<file path="src/rtl/dmem_arbiter.sv">
// Two-port arbiter and IDLE/ACCESS/RESP sequencer for the single-port data memory.
// Optional feature macro: DMEM_ARB_RR_EN (round-robin arbitration instead of fixed CPU priority).
module dmem_arbiter #(
   parameter int AW       = 17,
   parameter int MAX_WAIT = 4
) (
   input  logic          clk,
   input  logic          rst,
   input  logic          cpu_req,
   input  logic          cpu_we,
   input  logic [AW-1:0] cpu_addr,
   input  logic [31:0]   cpu_wdata,
   input  logic [3:0]    cpu_be,
   input  logic          ext_req,
   input  logic          ext_we,
   input  logic [AW-1:0] ext_addr,
   input  logic [31:0]   ext_wdata,
   input  logic [3:0]    ext_be,
   output logic          cpu_gnt,
   output logic          ext_gnt,
   output logic          cpu_rvalid,
   output logic          ext_rvalid,
   output logic [31:0]   cpu_rdata,
   output logic [31:0]   ext_rdata,
   output logic          cpu_stall,
   output logic          mem_en,
   output logic          mem_we,
   output logic [AW-1:0] mem_addr,
   output logic [31:0]   mem_wdata,
   output logic [3:0]    mem_be,
   input  logic [31:0]   mem_rdata,
   output logic [1:0]    dbg_state
);

   // Handshake: a requester holds req and its command stable until gnt; gnt is a
   // same-cycle acceptance, and the matching rvalid is a single pulse two cycles later.
   typedef enum logic [1:0] {
      S_IDLE   = 2'd0,
      S_ACCESS = 2'd1,
      S_RESP   = 2'd2
   } state_t;

   state_t          state_q, state_d;
   logic            owner_q, owner_d;        // 0 = CPU, 1 = external
   logic            we_q, we_d;
   logic [AW-1:0]   addr_q, addr_d;
   logic [31:0]     wdata_q, wdata_d;
   logic [3:0]      be_q, be_d;
   logic            resp_gnt_q, resp_gnt_d;  // CPU access was granted out of RESP
   logic            arb_open;
   logic            pick_ext;
   logic            any_gnt;

`ifdef DMEM_ARB_RR_EN
   // Holds the requester favoured on the next contention; the last winner yields.
   logic            prio_q, prio_d;
`else
   localparam logic [3:0] MAX_WAIT_C = 4'(MAX_WAIT);
   logic [3:0]      wait_q, wait_d;
`endif

   always_ff @(posedge clk or negedge rst) begin
      if (!rst) begin
         state_q <= S_IDLE;
      end else begin
         state_q <= state_d;
      end
   end

   always_ff @(posedge clk or negedge rst) begin
      if (!rst) begin
         owner_q    <= 1'b0;
         we_q       <= 1'b0;
         addr_q     <= '0;
         wdata_q    <= '0;
         be_q       <= '0;
         resp_gnt_q <= 1'b0;
`ifdef DMEM_ARB_RR_EN
         prio_q     <= 1'b0;
`else
         wait_q     <= '0;
`endif
      end else begin
         owner_q    <= owner_d;
         we_q       <= we_d;
         addr_q     <= addr_d;
         wdata_q    <= wdata_d;
         be_q       <= be_d;
         resp_gnt_q <= resp_gnt_d;
`ifdef DMEM_ARB_RR_EN
         prio_q     <= prio_d;
`else
         wait_q     <= wait_d;
`endif
      end
   end

   // Arbitration; grants are only possible from IDLE or RESP and never during reset.
   always_comb begin
      arb_open = rst && ((state_q == S_IDLE) || (state_q == S_RESP));
`ifdef DMEM_ARB_RR_EN
      pick_ext = ext_req && (!cpu_req || prio_q);
`else
      pick_ext = ext_req && (!cpu_req || (wait_q == MAX_WAIT_C));
`endif
      cpu_gnt  = arb_open && cpu_req && !pick_ext;
      ext_gnt  = arb_open && pick_ext;
      any_gnt  = cpu_gnt || ext_gnt;
   end

`ifdef DMEM_ARB_RR_EN
   always_comb begin
      prio_d = prio_q;
      if (cpu_gnt) begin
         prio_d = 1'b1;
      end else if (ext_gnt) begin
         prio_d = 1'b0;
      end
   end
`else
   always_comb begin
      wait_d = wait_q;
      if (!ext_req || ext_gnt) begin
         wait_d = '0;
      end else if (cpu_gnt && (wait_q != MAX_WAIT_C)) begin
         wait_d = wait_q + 4'd1;
      end
   end
`endif

   always_comb begin
      state_d    = state_q;
      owner_d    = owner_q;
      we_d       = we_q;
      addr_d     = addr_q;
      wdata_d    = wdata_q;
      be_d       = be_q;
      resp_gnt_d = resp_gnt_q;
      case (state_q)
         S_IDLE:   state_d = any_gnt ? S_ACCESS : S_IDLE;
         S_ACCESS: state_d = S_RESP;
         S_RESP:   state_d = any_gnt ? S_ACCESS : S_IDLE;
         default:  state_d = S_IDLE;
      endcase
      if (any_gnt) begin
         owner_d    = ext_gnt;
         we_d       = ext_gnt ? ext_we    : cpu_we;
         addr_d     = ext_gnt ? ext_addr  : cpu_addr;
         wdata_d    = ext_gnt ? ext_wdata : cpu_wdata;
         be_d       = ext_gnt ? ext_be    : cpu_be;
         resp_gnt_d = cpu_gnt && (state_q == S_RESP);
      end
   end

   always_comb begin
      mem_en     = 1'b0;
      mem_we     = 1'b0;
      mem_addr   = '0;
      mem_wdata  = '0;
      mem_be     = '0;
      cpu_rvalid = 1'b0;
      ext_rvalid = 1'b0;
      cpu_rdata  = '0;
      ext_rdata  = '0;
      if (state_q == S_ACCESS) begin
         mem_en    = 1'b1;
         mem_we    = we_q;
         mem_addr  = addr_q;
         mem_wdata = wdata_q;
         mem_be    = be_q;
      end
      if (state_q == S_RESP) begin
         if (owner_q) begin
            ext_rvalid = 1'b1;
            ext_rdata  = we_q ? 32'h0 : mem_rdata;
         end else begin
            cpu_rvalid = 1'b1;
            cpu_rdata  = we_q ? 32'h0 : mem_rdata;
         end
      end
      // A CPU access chained out of RESP keeps the stall up through its own RESP.
      cpu_stall = rst && (((state_q == S_ACCESS) && !owner_q) ||
                          ((state_q == S_RESP) && !owner_q && resp_gnt_q) ||
                          (cpu_req && !cpu_rvalid));
   end

   assign dbg_state = state_q;

endmodule

</file>
<file path="config.mk">
export PLATFORM = sky130hd
export DESIGN_NAME = dmem_arbiter
export DESIGN_NICKNAME = d
export VERILOG_FILES = /design/src/rtl/dmem_arbiter.sv
export SDC_FILE = /design/constraint.sdc
export NUM_CORES = 1
export LEC_CHECK = 0
export BUFFER_PORTS_ARGS = -buffer_cell sky130_fd_sc_hd__buf_2
export CELL_PAD_IN_SITES_DETAIL_PLACEMENT = 1
export CELL_PAD_IN_SITES_GLOBAL_PLACEMENT = 1
export CORE_MARGIN = 5
export CORE_UTILIZATION = 30
export CTS_CLUSTER_DIAMETER = 40
export DETAILED_ROUTE_END_ITERATION = 10
export PLACE_DENSITY_LB_ADDON = 0.1
export SLEW_MARGIN = 20
export SYNTH_ARGS = -nofsm -noshare
export SYNTH_HDL_FRONTEND = slang
export SYNTH_SLANG_ARGS = --single-unit
</file>
<file path="constraint.sdc">
create_clock -name clk -period 2.4 [get_ports clk]
set_input_delay 0.12 -clock clk [delete_from_list [all_inputs] [get_ports clk]]
set_output_delay 0.12 -clock clk [all_outputs]
set_load 0.005 [all_outputs]
</file>
==> impl_results.rst, run 1 <==
.. list-table::
   :header-rows: 1

   * - Metric
     - Value
   * - Minimum hold slack
     - 93.45 ps
   * - Worst path required time
     - 2280 ps
   * - Clock Sinks
     - 62
   * - Type of the worst min-delay path
     - in -> async
   * - Count of inserted antenna diode cells
     - 0
   * - Total core area
     - 0.01437 mm^2
   * - Critical path capture point type
     - primary output
   * - Net load switching power
     - 1067 uW
   * - Crit Path Max Fanout
     - 33
   * - Routed Wire Length
     - 16740 um
   * - Layout filler cell count
     - 1834
   * - Root buffer selected by CTS
     - clkbuf_16
   * - Placed wire-length estimate
     - 12770 um
   * - Post-synthesis cell type with the largest combined area
     - dfrtp_1
   * - Initial Utilization
     - 30.19%
   * - FF-to-FF End
     - wdata_q[5]
   * - Category of the most critical setup path
     - reg -> out
   * - Upper clock frequency limit
     - 450.7 MHz
   * - Status
     - finished clean
   * - Tightest Pin Transition
     - 859.4 ps
   * - Power per cell area
     - 586.5 mW/mm^2
   * - Worst slew slack as a fraction of its limit
     - 42.70%
   * - Cell Int Power
     - 2487 uW
   * - Die Y-Extent
     - 130.3 um
   * - Number of flops mapped to enable cells by yosys
     - 0
   * - Area growth syn-to-layout
     - 39.69%
   * - Total number of placement rows
     - 44
   * - DRC violation count after routing
     - 0
   * - Pin count of the biggest net entering global routing
     - 89
   * - Chain of cells forming the critical path
     - inv_1 > or3_2 > nor2_1 > buf_2
   * - Final Cycle Share
     - 92.45%
   * - Total nets after synthesis
     - 672
   * - Leakage
     - 0.003108 uW
   * - RSZ-0062 raised after global routing
     - false
   * - Number of nets in the layout
     - 916
   * - Synthesized netlist cell count
     - 526
   * - Total gr overflow
     - 0
   * - Proportion of register bits with asynchronous set or reset after synthesis
     - 100.0%
   * - Final setup skew
     - 3.326 ps
   * - Total of endpoints with negative setup slack in the final report
     - 0
   * - Cell types with the largest area share after synthesis
     - dfrtp_1 (36%), nor2_1 (20%), a221oi_2 (17%), and2_1 (7.8%), nand2b_1 (4.8%)
   * - Summed instance area of the synthesized netlist
     - 0.004338 mm^2
   * - Worst endpoint data arrival time
     - 2100 ps
   * - Global-route usage over all layers
     - 19.22%
   * - Post-Syn Area per Cell
     - 8.247 um^2
   * - Top-area cell type share of the netlist area
     - 35.77%
   * - Clk pwr share
     - 35.0%
   * - Number of antenna violations at the first check in global routing
     - 0
   * - Top-level I/O count
     - 270
   * - Post CTS Setup Buffer Count
     - 0
   * - Via density
     - 4.834
   * - Cell Count, Final, Fillers Out
     - 958
   * - Total placed cells including tap cells
     - 943
   * - Die X-Extent
     - 130.3 um
   * - Area of the die
     - 0.01697 mm^2
   * - Max Root-Sink Buffers
     - 2
   * - Input/output buffers
     - 269
   * - Maximum vdd ir drop
     - 245.1 uV
   * - Switching share of total power
     - 30.03%
   * - Worst reg2reg setup slack
     - 320 ps
   * - DRC marker count from the first detailed-route iteration
     - 205
   * - Cell depth of the worst flop-to-flop path
     - 7
   * - Final sum of negative setup slack
     - 0 ps
   * - CTS HTree Levels
     - 3
   * - Buffer and inverter count on the worst path
     - 2
   * - Type of element launching the critical path
     - register
   * - Distinct cells, synth
     - 35
   * - Routed wirelength normalized by instance count
     - 17.47 um
   * - Most frequently used flop master after synthesis
     - dfrtp_1
   * - Source-to-sink clock delay at the later pin of the worst-skew pair
     - 330 ps
   * - Ratio of cells with drive above 1 in the final layout
     - 45.35%
   * - Number of search-and-repair iterations in the first detailed-routing pass
     - 4
   * - Synthesis-stage register bit count
     - 62
   * - Count of warnings emitted by yosys
     - 0
   * - Wire length of the first global-routing pass
     - 25920 um
   * - Number of vias after detailed routing
     - 4631
   * - Sequential share of power
     - 37.6%
   * - Final estimated routing congestion in global placement
     - 0.7577
   * - TritonCTS clock tree
     - yes
   * - Number of slew-limit violations in the final report
     - 0
   * - Vias in the first global route
     - 5120
   * - Category of cells accounting for the largest share of critical-path delay
     - simple AND/OR/NAND/NOR gates
   * - Fraction of power consumed by combinational cells
     - 27.5%
   * - Max-Cap Viols
     - 0
   * - Critical path's largest stage delay
     - 730 ps
   * - Clock buffers created by TritonCTS
     - 9
   * - Hold Violations, Final
     - 0
   * - Highest-delay cell along the critical path
     - or3_2
   * - Worst flop-to-flop path startpoint
     - wait_q[0]
   * - Final critical-path required period
     - 2219 ps
   * - Number of nets with antenna violations after routing
     - 0
   * - Launch point of the worst path
     - dbg_state[1]
   * - Clock transition at the registers of the reported paths
     - 50 ps
   * - Sequential cell area fraction in the yosys report
     - 35.77%
   * - Overall power consumption
     - 3554 uW
[kinds of logic (layout without fill, tap and decap cells)]
logic type | count (synthesis) | after routing | synth area share [%]
AOI/OAI and AO/OA | 67 | 67 | 20.10
buffers and inverters | 54 | 302 | 7.586
adders and majority gates | 2 | 2 | 0.5768
DFF | 62 | 62 | 35.77
and+or+nand+nor | 341 | 341 | 35.97
[cells in the mapped netlist, types with 2 or more instances]
cell / number
a21oi_1: 4
a221oi_1: 5
a221oi_2: 49
and2_1: 54
buf_12: 6
buf_2: 8
buf_6: 2
clkbuf_1: 31
dfrtp_1: 62
ha_1: 2
inv_1: 6
nand2_1: 4
nand2b_1: 33
nor2_1: 233
nor2b_1: 5
nor3b_1: 2
o21ai_0: 2
[power groups by stage]
| stage | clock, uW | sequential (uW) | combinational, uW |
|---|---|---|---|
| finish | 1240 | 1330 | 976 |
| detailed placement | 0 | 1350 | 994 |
| global route | 1340 | 1360 | 1090 |
| floorplan | 0 | 1300 | 635 |
| CTS | 1280 | 1340 | 998 |
| global placement | 0 | 1340 | 963 |
[through the flow]
step | setup slack (ps) | cell area, um^2 | utilization (%)
4_1_cts | 121.7 | 6060 | 42.17
2_1_floorplan | 631.3 | 4338 | -
3_3_place_gp | 390.7 | 5771 | 40.16
6_report | 181.2 | 6060 | 42.17
3_5_place_dp | 321.2 | 5771 | 40.16
5_1_grt | 58.40 | 6060 | 42.17
[cell usage in the layout (no fill, tap or decap), types with 4 or more instances in the layout]
cell type    n
nor2b_1      4
clkbuf_16    9
a221oi_2    49
buf_12       4
and2_1      54
buf_4        8
inv_1        6
clkbuf_8     4
nand2b_1    32
nor2_1     233
buf_2      269
a21oi_1      4
a221oi_1     5
nand2_1      4
dfrtp_1     62
[worst max-delay path by stage]
stage / end / slack (ps) / depth (start not counted)
CTS: cpu_rdata[10] / 120 / 4
global placement: cpu_rdata[10] / 390 / 4
finish: cpu_rdata[10] / 180 / 4
detailed placement: addr_q[16] / 320 / 7
floorplan: addr_q[0] / 630 / 9
global route: cpu_rdata[10] / 60 / 4
[state kept, by name, summed over array words and instances, names as in the netlist]
register and cells:
addr_q 17, be_q 4, dbg_state 2, owner_q 1, resp_gnt_q 1, wait_q 4, wdata_q 32, we_q 1
[area by class of cell]
type                       instances  area (um^2)  share of cell area [%]
clock buffer                      15        287.8                   4.749
tap                              184        230.2                   3.799
sequential                        62         1551                   25.60
multi-input combinational        410         2481                   40.95
timing repair buffer             281         1486                   24.53
inverter                           6        22.52                  0.3717
[per-layer routing]
| metal | vias up | track usage, % | wire length [um] |
|---|---|---|---|
| met3 | 16 | 3.971 | 1325 |
| met1 | 2219 | 22.96 | 6734 |
| met2 | 168 | 34.61 | 8465 |
| met5 | - | 0 | 0 |
| li1 | 2228 | - | - |
| met4 | 0 | 5.746 | 210 |
[what timing repair did]
| action | CTS | global route |
|---|---|---|
| setup endpoints to repair | 1 | 0 |
| resized for setup | 1 | 0 |
| hold buffers | 0 | 0 |
No activity file was read; power rests on OpenSTA's default activity.
==> run 2, diff against run 1 <==
--- a/config.mk
+++ b/config.mk
@@ -5,11 +5,12 @@
 export SDC_FILE = /design/constraint.sdc
 export NUM_CORES = 1
 export LEC_CHECK = 0
+export ABC_AREA = 1
 export BUFFER_PORTS_ARGS = -buffer_cell sky130_fd_sc_hd__buf_2
 export CELL_PAD_IN_SITES_DETAIL_PLACEMENT = 1
 export CELL_PAD_IN_SITES_GLOBAL_PLACEMENT = 1
 export CORE_MARGIN = 5
-export CORE_UTILIZATION = 30
+export CORE_UTILIZATION = 28
 export CTS_CLUSTER_DIAMETER = 40
 export DETAILED_ROUTE_END_ITERATION = 10
 export PLACE_DENSITY_LB_ADDON = 0.1
==> run 2 against run 1 <==
  * Synthesized cell count is 43% higher
  * Maximum frequency is 9.0% higher
  * Die area rose by 8.9%
  * Setup slack better by 180 ps
  * Clock skew up 2.2 ps
  * Area after synthesis up 2.3%
  * Critical endpoint is now cpu_stall
  * Non-clock buffer count grew 3
  * Utilization is 2.3 points lower
  * Register-to-register slack better by 400 ps
  * Wire length is 8.1% higher
  * Critical path type unchanged
==> impl_results.rst, run 2 <==
.. list-table::
   :header-rows: 1

   * - Metric
     - Value
   * - Type of the worst min-delay path
     - in -> reg
   * - Category of the most critical setup path
     - reg -> out
   * - Number of nets with antenna violations after routing
     - 0
   * - Most frequently used flop master after synthesis
     - dfrtp_1
   * - Sequential cell area fraction in the yosys report
     - 34.96%
   * - Source-to-sink clock delay at the later pin of the worst-skew pair
     - 330 ps
   * - Pin count of the biggest net entering global routing
     - 63
   * - Worst slew slack as a fraction of its limit
     - 29.94%
   * - Area of placed instances
     - 0.005939 mm^2
   * - Net load switching power
     - 1141 uW
   * - Most common cell after layout, fill and taps aside
     - nand2_1
   * - Upper clock frequency limit
     - 491.1 MHz
   * - Count leader, synth
     - nand2_1
   * - Count of warnings emitted by yosys
     - 0
   * - Initial Utilization
     - 28.24%
   * - Summed instance area of the synthesized netlist
     - 0.004438 mm^2
   * - Wire length of the first global-routing pass
     - 28160 um
   * - Commonest non-fill, non-tap cells in the layout
     - nand2_1 (317), buf_2 (268), nor2_1 (121)
   * - Max Root-Sink Buffers
     - 2
   * - DRC violation count after routing
     - 0
   * - Cell types with the largest area share after synthesis
     - dfrtp_1 (35%), nand2_1 (27%), nor2_1 (10%), inv_1 (10%), nand4_1 (8.0%)
   * - Clk pwr share
     - 38.1%
   * - Number of nets in the layout
     - 1142
   * - Worst path required time
     - 2280 ps
   * - Die X-Extent
     - 135.9 um
   * - Worst endpoint data arrival time
     - 1920 ps
   * - Total number of placement rows
     - 46
   * - Type of element launching the critical path
     - register
   * - Post-route core utilization
     - 39.89%
   * - Final Cycle Share
     - 84.84%
   * - Cell Int Power
     - 2484 uW
   * - Die Y-Extent
     - 135.9 um
   * - Total of endpoints with negative setup slack in the final report
     - 0
   * - Total placed cells including tap cells
     - 1200
   * - Number of antenna violations at the first check in global routing
     - 0
   * - Synthesis-stage register bit count
     - 62
   * - Routed Wire Length
     - 18090 um
   * - Global-route layer with the greatest usage
     - met2
   * - Synthesized netlist cell count
     - 752
   * - Maximum vdd ir drop
     - 252.2 uV
   * - M1 GR Usage
     - 22.46%
   * - Power per cell area
     - 578.5 mW/mm^2
   * - Minimum setup slack after placement
     - 612.6 ps
   * - Vias in the first global route
     - 5548
   * - Number of slew-limit violations in the final report
     - 0
   * - Final sum of negative setup slack
     - 0 ps
   * - RSZ-0062 raised after global routing
     - false
   * - Clock buffers created by TritonCTS
     - 9
   * - Input/output buffers
     - 269
   * - Final worst setup slack
     - 363.9 ps
   * - Routed wirelength normalized by instance count
     - 14.85 um
   * - Final Cell Area
     - 0.006267 mm^2
   * - Final estimated routing congestion in global placement
     - 0.7325
   * - Area of the die
     - 0.01847 mm^2
   * - Post-Syn Area per Cell
     - 5.902 um^2
   * - Clock transition at the registers of the reported paths
     - 60 ps
   * - Area growth syn-to-layout
     - 41.22%
   * - Number of search-and-repair iterations in the first detailed-routing pass
     - 4
   * - Number of vias after detailed routing
     - 5357
   * - Cell Count, Final, Fillers Out
     - 1218
   * - Proportion of register bits with asynchronous set or reset after synthesis
     - 100.0%
   * - Register bank with the most flops
     - wdata_q
   * - Number of flops mapped to enable cells by yosys
     - 0
   * - Top-area cell type share of the netlist area
     - 34.96%
   * - Crit Path Max Fanout
     - 34
   * - Layout filler cell count
     - 2189
   * - Final setup skew
     - 5.574 ps
   * - Met3 Track Usage GR
     - 6.033%
   * - Status
     - finished clean
   * - Max-Cap Viols
     - 0
   * - CTS HTree Levels
     - 3
   * - Largest registers
     - wdata_q (32), addr_q (17)
   * - Switching share of total power
     - 31.47%
   * - Final critical-path required period
     - 2036 ps
   * - Global-route usage over all layers
     - 19.14%
   * - Placed wire-length estimate
     - 13310 um
   * - Tightest Pin Transition
     - 1046 ps
   * - Total gr overflow
     - 0
   * - Hold Violations, Final
     - 0
   * - TritonCTS clock tree
     - yes
   * - Leakage
     - 0.004126 uW
   * - Leading post-synthesis cells by instance count
     - nand2_1 (318), nor2_1 (121), inv_1 (119)
   * - Fraction of power consumed by combinational cells
     - 25.7%
   * - Top-level I/O count
     - 270
   * - Total core area
     - 0.01571 mm^2
   * - Sequential share of power
     - 36.3%
   * - Clock Sinks
     - 62
   * - Post-synthesis cell type with the largest combined area
     - dfrtp_1
   * - GR met2 Demand/Resource
     - 34.40%
   * - Total nets after synthesis
     - 898
   * - Ratio of cells with drive above 1 in the final layout
     - 30.97%
   * - DRC marker count from the first detailed-route iteration
     - 129
   * - Root buffer selected by CTS
     - clkbuf_16
   * - Post-CTS resize count
     - 0
   * - Via density
     - 4.398
   * - Distinct cells, synth
     - 23
   * - Flip-flop count of the largest register after layout
     - 32
   * - Critical path capture point type
     - primary output
==> run 2: changes by cell type in the layout (fill, tap and decap cells not counted), moves of 32 or more <==
cell / change
nand2_1: +313
inv_1: +113
nor2_1: -112
nand4_1: +57
and2_1: -54
a221oi_2: -49
nand2b_1: -32
==> run 2: cell families (layout without fill, tap and decap cells) <==
| group | Yosys count | in the layout | synth area share, % |
|---|---|---|---|
| DFF | 62 | 62 | 34.96 |
| xor gates and xnor gates | 1 | 1 | 0.1974 |
| adders and majority gates | 2 | 2 | 0.5638 |
| and+or+nand+nor | 502 | 502 | 46.12 |
| buffers and inverters | 176 | 425 | 16.61 |
| other | 0 | 1 | 0 |
| AOI/OAI and AO/OA | 9 | 9 | 1.550 |
==> run 2: power groups by stage <==
stage,sequential [uW],combinational [uW],clock (uW)
global placement,1330,934,0
CTS,1320,957,1420
floorplan,1310,546,0
finish,1310,930,1380
global route,1340,1080,1460
detailed placement,1330,949,0
==> run 2: metrics by stage <==
step           power, uW  hold WS [ps]
2_1_floorplan       1852        -175.6
3_3_place_gp        2265         22.59
3_5_place_dp        2280         23.00
4_1_cts             3695         71.58
5_1_grt             3884         97.46
6_report            3625         80.20
==> run 2: worst max-delay path, cell delays in order, from the launching register on <==
cell      delay (ps)
dfrtp_1          400
inv_2            100
nand2_1          110
inv_1             60
nand2_1           60
buf_4            340
nand2_1          140
a21boi_0         210
buf_2            170
==> run 2: cell type report <==
cell class                 instances  area, um^2  area share [%]
antenna                            1       2.502         0.03993
sequential                        62        1551           24.76
clock buffer                      10       229.0           3.653
tap                              216       270.3           4.312
inverter                         125       469.2           7.487
clock inverter                     6       86.33           1.378
multi-input combinational        514        2157           34.42
timing repair buffer             284        1501           23.96
==> run 2: final timing paths <==
check	startpoint	to	slack, ps	depth (start not counted)
worst max-delay path	dbg_state[0]	cpu_stall	360	8
worst min-delay path	cpu_we	we_q	80	5
worst max register to register	wait_q[1]	wdata_q[28]	720	9
worst min register to register	wdata_q[29]	wdata_q[29]	480	2
max in group asynchronous	rst	addr_q[15]	1230	3
min in group asynchronous	rst	dbg_state[1]	210	2
==> run 2: what timing repair did <==
item / in CTS / in global routing
endpoints found under the hold margin: 11 / 0
setup buffers: 0 / 0
hold buffers: 1 / 0
==> run 2: metal layers <==
metal | vias up | share of wire [%]
met5 | - | 0
met4 | 0 | 0.67
met3 | 9 | 8.7
met2 | 169 | 49
met1 | 2464 | 42
li1 | 2715 | -
==> run 3, diff against run 2 <==
--- a/config.mk
+++ b/config.mk
@@ -10,7 +10,7 @@
 export CELL_PAD_IN_SITES_DETAIL_PLACEMENT = 1
 export CELL_PAD_IN_SITES_GLOBAL_PLACEMENT = 1
 export CORE_MARGIN = 5
-export CORE_UTILIZATION = 28
+export CORE_UTILIZATION = 25
 export CTS_CLUSTER_DIAMETER = 40
 export DETAILED_ROUTE_END_ITERATION = 10
 export PLACE_DENSITY_LB_ADDON = 0.1
==> constraint.sdc (replaced) <==
create_clock -name clk -period 1.7 [get_ports clk]
set_input_delay 0.085 -clock clk [delete_from_list [all_inputs] [get_ports clk]]
set_output_delay 0.085 -clock clk [all_outputs]
set_load 0.005 [all_outputs]
==> run 3 against run 2 <==
  * Non-clock buffer count increased by 18
  * Worst hold slack got worse by 33 ps
  * Sequential cell count unchanged
  * Clock power increased by 24%
  * Total power increased by 38%
  * Utilization decreased by 2.0 points
  * Sequential share of layout area decreased by 1.1 points
  * Critical path type unchanged
  * Critical endpoint is now ext_gnt
  * Highest routed layer is now met5
==> impl_results.rst, run 3 (synthesis results as in run 2) <==
.. list-table::
   :header-rows: 1

   * - Metric
     - Value
   * - Commonest non-fill, non-tap cells in the layout
     - nand2_1 (315), buf_2 (268), nor2_1 (120)
   * - Status
     - finished clean
   * - Wire length of the first global-routing pass
     - 29530 um
   * - Max Root-Sink Buffers
     - 2
   * - Clock Sinks
     - 62
   * - Area of the die
     - 0.02052 mm^2
   * - Die X-Extent
     - 143.2 um
   * - DR top layer
     - met5
   * - Vias in the first global route
     - 5619
   * - Clock transition at the registers of the reported paths
     - 60 ps
   * - Leakage
     - 0.004270 uW
   * - Storage element area
     - 0.001551 mm^2
   * - RSZ-0062 raised after global routing
     - true
   * - Number of vias after detailed routing
     - 5467
   * - Global-route usage over all layers
     - 18.18%
   * - FF-to-FF End
     - wdata_q[15]
   * - Ratio of cells with drive above 1 in the final layout
     - 32.58%
   * - Top-level I/O count
     - 270
   * - Worst flop-to-flop path startpoint
     - wait_q[1]
   * - Type of element launching the critical path
     - register
   * - Final critical-path required period
     - 1660 ps
   * - Final estimated routing congestion in global placement
     - 0.8057
   * - Worst path required time
     - 1620 ps
   * - Flip-flop count of the largest register after layout
     - 32
   * - Crit Path Max Fanout
     - 4
   * - Die Y-Extent
     - 143.2 um
   * - Number of slew-limit violations in the final report
     - 0
   * - Root buffer selected by CTS
     - clkbuf_16
   * - Hold path depth
     - 5
   * - Total core area
     - 0.01736 mm^2
   * - Total of endpoints with negative setup slack in the final report
     - 0
   * - Post-route core utilization
     - 37.84%
   * - Initial Utilization
     - 25.57%
   * - Upper clock frequency limit
     - 602.6 MHz
   * - Final Cycle Share
     - 97.62%
   * - Register bank with the most flops
     - wdata_q
   * - Final setup skew
     - 4.064 ps
   * - DRC violation count after routing
     - 0
   * - Layout filler cell count
     - 2381
   * - Number of antenna violations at the first check in global routing
     - 3
   * - Wire length on met2
     - 9278 um
   * - Metal-1 WL
     - 8313 um
   * - Met3 wirelength from detailed routing
     - 1608 um
   * - Hold path startpoint
     - cpu_wdata[10]
   * - Multi-input gate area in the final layout
     - 0.002202 mm^2
   * - Clock buffers created by TritonCTS
     - 9
   * - Input/output buffers
     - 269
   * - Largest registers
     - wdata_q (32), addr_q (17)
   * - Cell Count, Final, Fillers Out
     - 1245
   * - Max-Cap Viols
     - 0
   * - Type of the worst min-delay path
     - in -> reg
   * - Minimum hold slack
     - 47.16 ps
   * - Tightest Pin Transition
     - 510.5 ps
   * - Area growth syn-to-layout
     - 47.98%
   * - Routed Wire Length
     - 19430 um
   * - DRC marker count from the first detailed-route iteration
     - 168
   * - Total number of placement rows
     - 48
   * - Cell depth of the worst flop-to-flop path
     - 10
   * - Number of search-and-repair iterations in the first detailed-routing pass
     - 4
   * - Source-to-sink clock delay at the later pin of the worst-skew pair
     - 330 ps
   * - Worst endpoint data arrival time
     - 1570 ps
   * - Total gr overflow
     - 0
   * - Final Cell Area
     - 0.006568 mm^2
   * - Via density
     - 4.391
   * - Most common cell after layout, fill and taps aside
     - nand2_1
   * - Category of the most critical setup path
     - reg -> out
   * - CTS HTree Levels
     - 3
   * - Number of nets with antenna violations after routing
     - 0
   * - Maximum vdd ir drop
     - 427.0 uV
   * - Power per cell area
     - 760.5 mW/mm^2
   * - Worst slew slack as a fraction of its limit
     - 65.97%
   * - Worst reg2reg setup slack
     - 120 ps
   * - Endpoint with the worst hold slack
     - wdata_q[10]
   * - Pin count of the biggest net entering global routing
     - 40
   * - TritonCTS clock tree
     - yes
   * - Number of nets in the layout
     - 1160
   * - Area of placed instances
     - 0.006066 mm^2
   * - Hold Violations, Final
     - 0
   * - Critical path capture point type
     - primary output
   * - Placed wire-length estimate
     - 14010 um
   * - Routed wirelength normalized by instance count
     - 15.61 um
   * - Total placed cells including tap cells
     - 1216
-- run 3: how the worst max path moves through the flow --
stage,start,to,slack [ps],cells after the start
after global routing,wait_q[1],ext_gnt,-40,8
after floorplan,wait_q[0],addr_q[10],280,9
final,wait_q[1],ext_gnt,40,8
after CTS,wait_q[0],ext_gnt,-30,8
after global placement,wait_q[0],wdata_q[23],130,8
after detailed placement,wait_q[0],addr_q[9],70,8
-- run 3: critical path, stage by stage (launching register included) --
cell	delay [ps]
dfrtp_1	410
inv_1	120
ha_4	150
nand3_4	80
nand2_4	110
nand3_4	100
buf_12	150
inv_2	30
buf_2	100
-- run 3: per-layer routing --
metal | vias to the layer above | GRT usage, %
met5 | - | 0
met4 | 6 | 4.311
met3 | 18 | 4.956
met2 | 173 | 32.17
met1 | 2518 | 21.99
li1 | 2752 | -
-- run 3: power breakdown --
part / internal, uW / switching (uW) / leakage (uW)
Clock: 1020 / 690 / 0.000132
Sequential: 1720 / 129 / 0.000759
Combinational: 588 / 843 / 0.00338
-- run 3: layout make-up --
type | instances | area share, %
Tap cell | 225 | 4.287
Clock buffer | 12 | 3.753
Timing Repair Buffer | 302 | 27.21
Inverter | 125 | 7.220
Antenna cell | 1 | 0.03810
Multi-Input combinational cell | 514 | 33.53
Clock inverter | 4 | 0.3429
Sequential cell | 62 | 23.62
-- run 3: repair_timing --
item / in CTS / in global routing
endpoints found under the hold margin: 27 / 0
hold buffers: 1 / 0
setup endpoints to repair: 34 / 106
pin swaps: 3 / 1
buffers inserted: 3 / 5
gates cloned: 2 / 1
gates resized for setup: 5 / 11
-- run 3: metrics by stage --
step,power [uW],TNS (ps),setup WS (ps)
4_1_cts,5052,-33.81,-33.81
6_report,4994,0,40.48
3_5_place_dp,3274,0,73.68
2_1_floorplan,2615,0,277.6
5_1_grt,5362,-177.0,-41.65
3_3_place_gp,3257,0,127.3
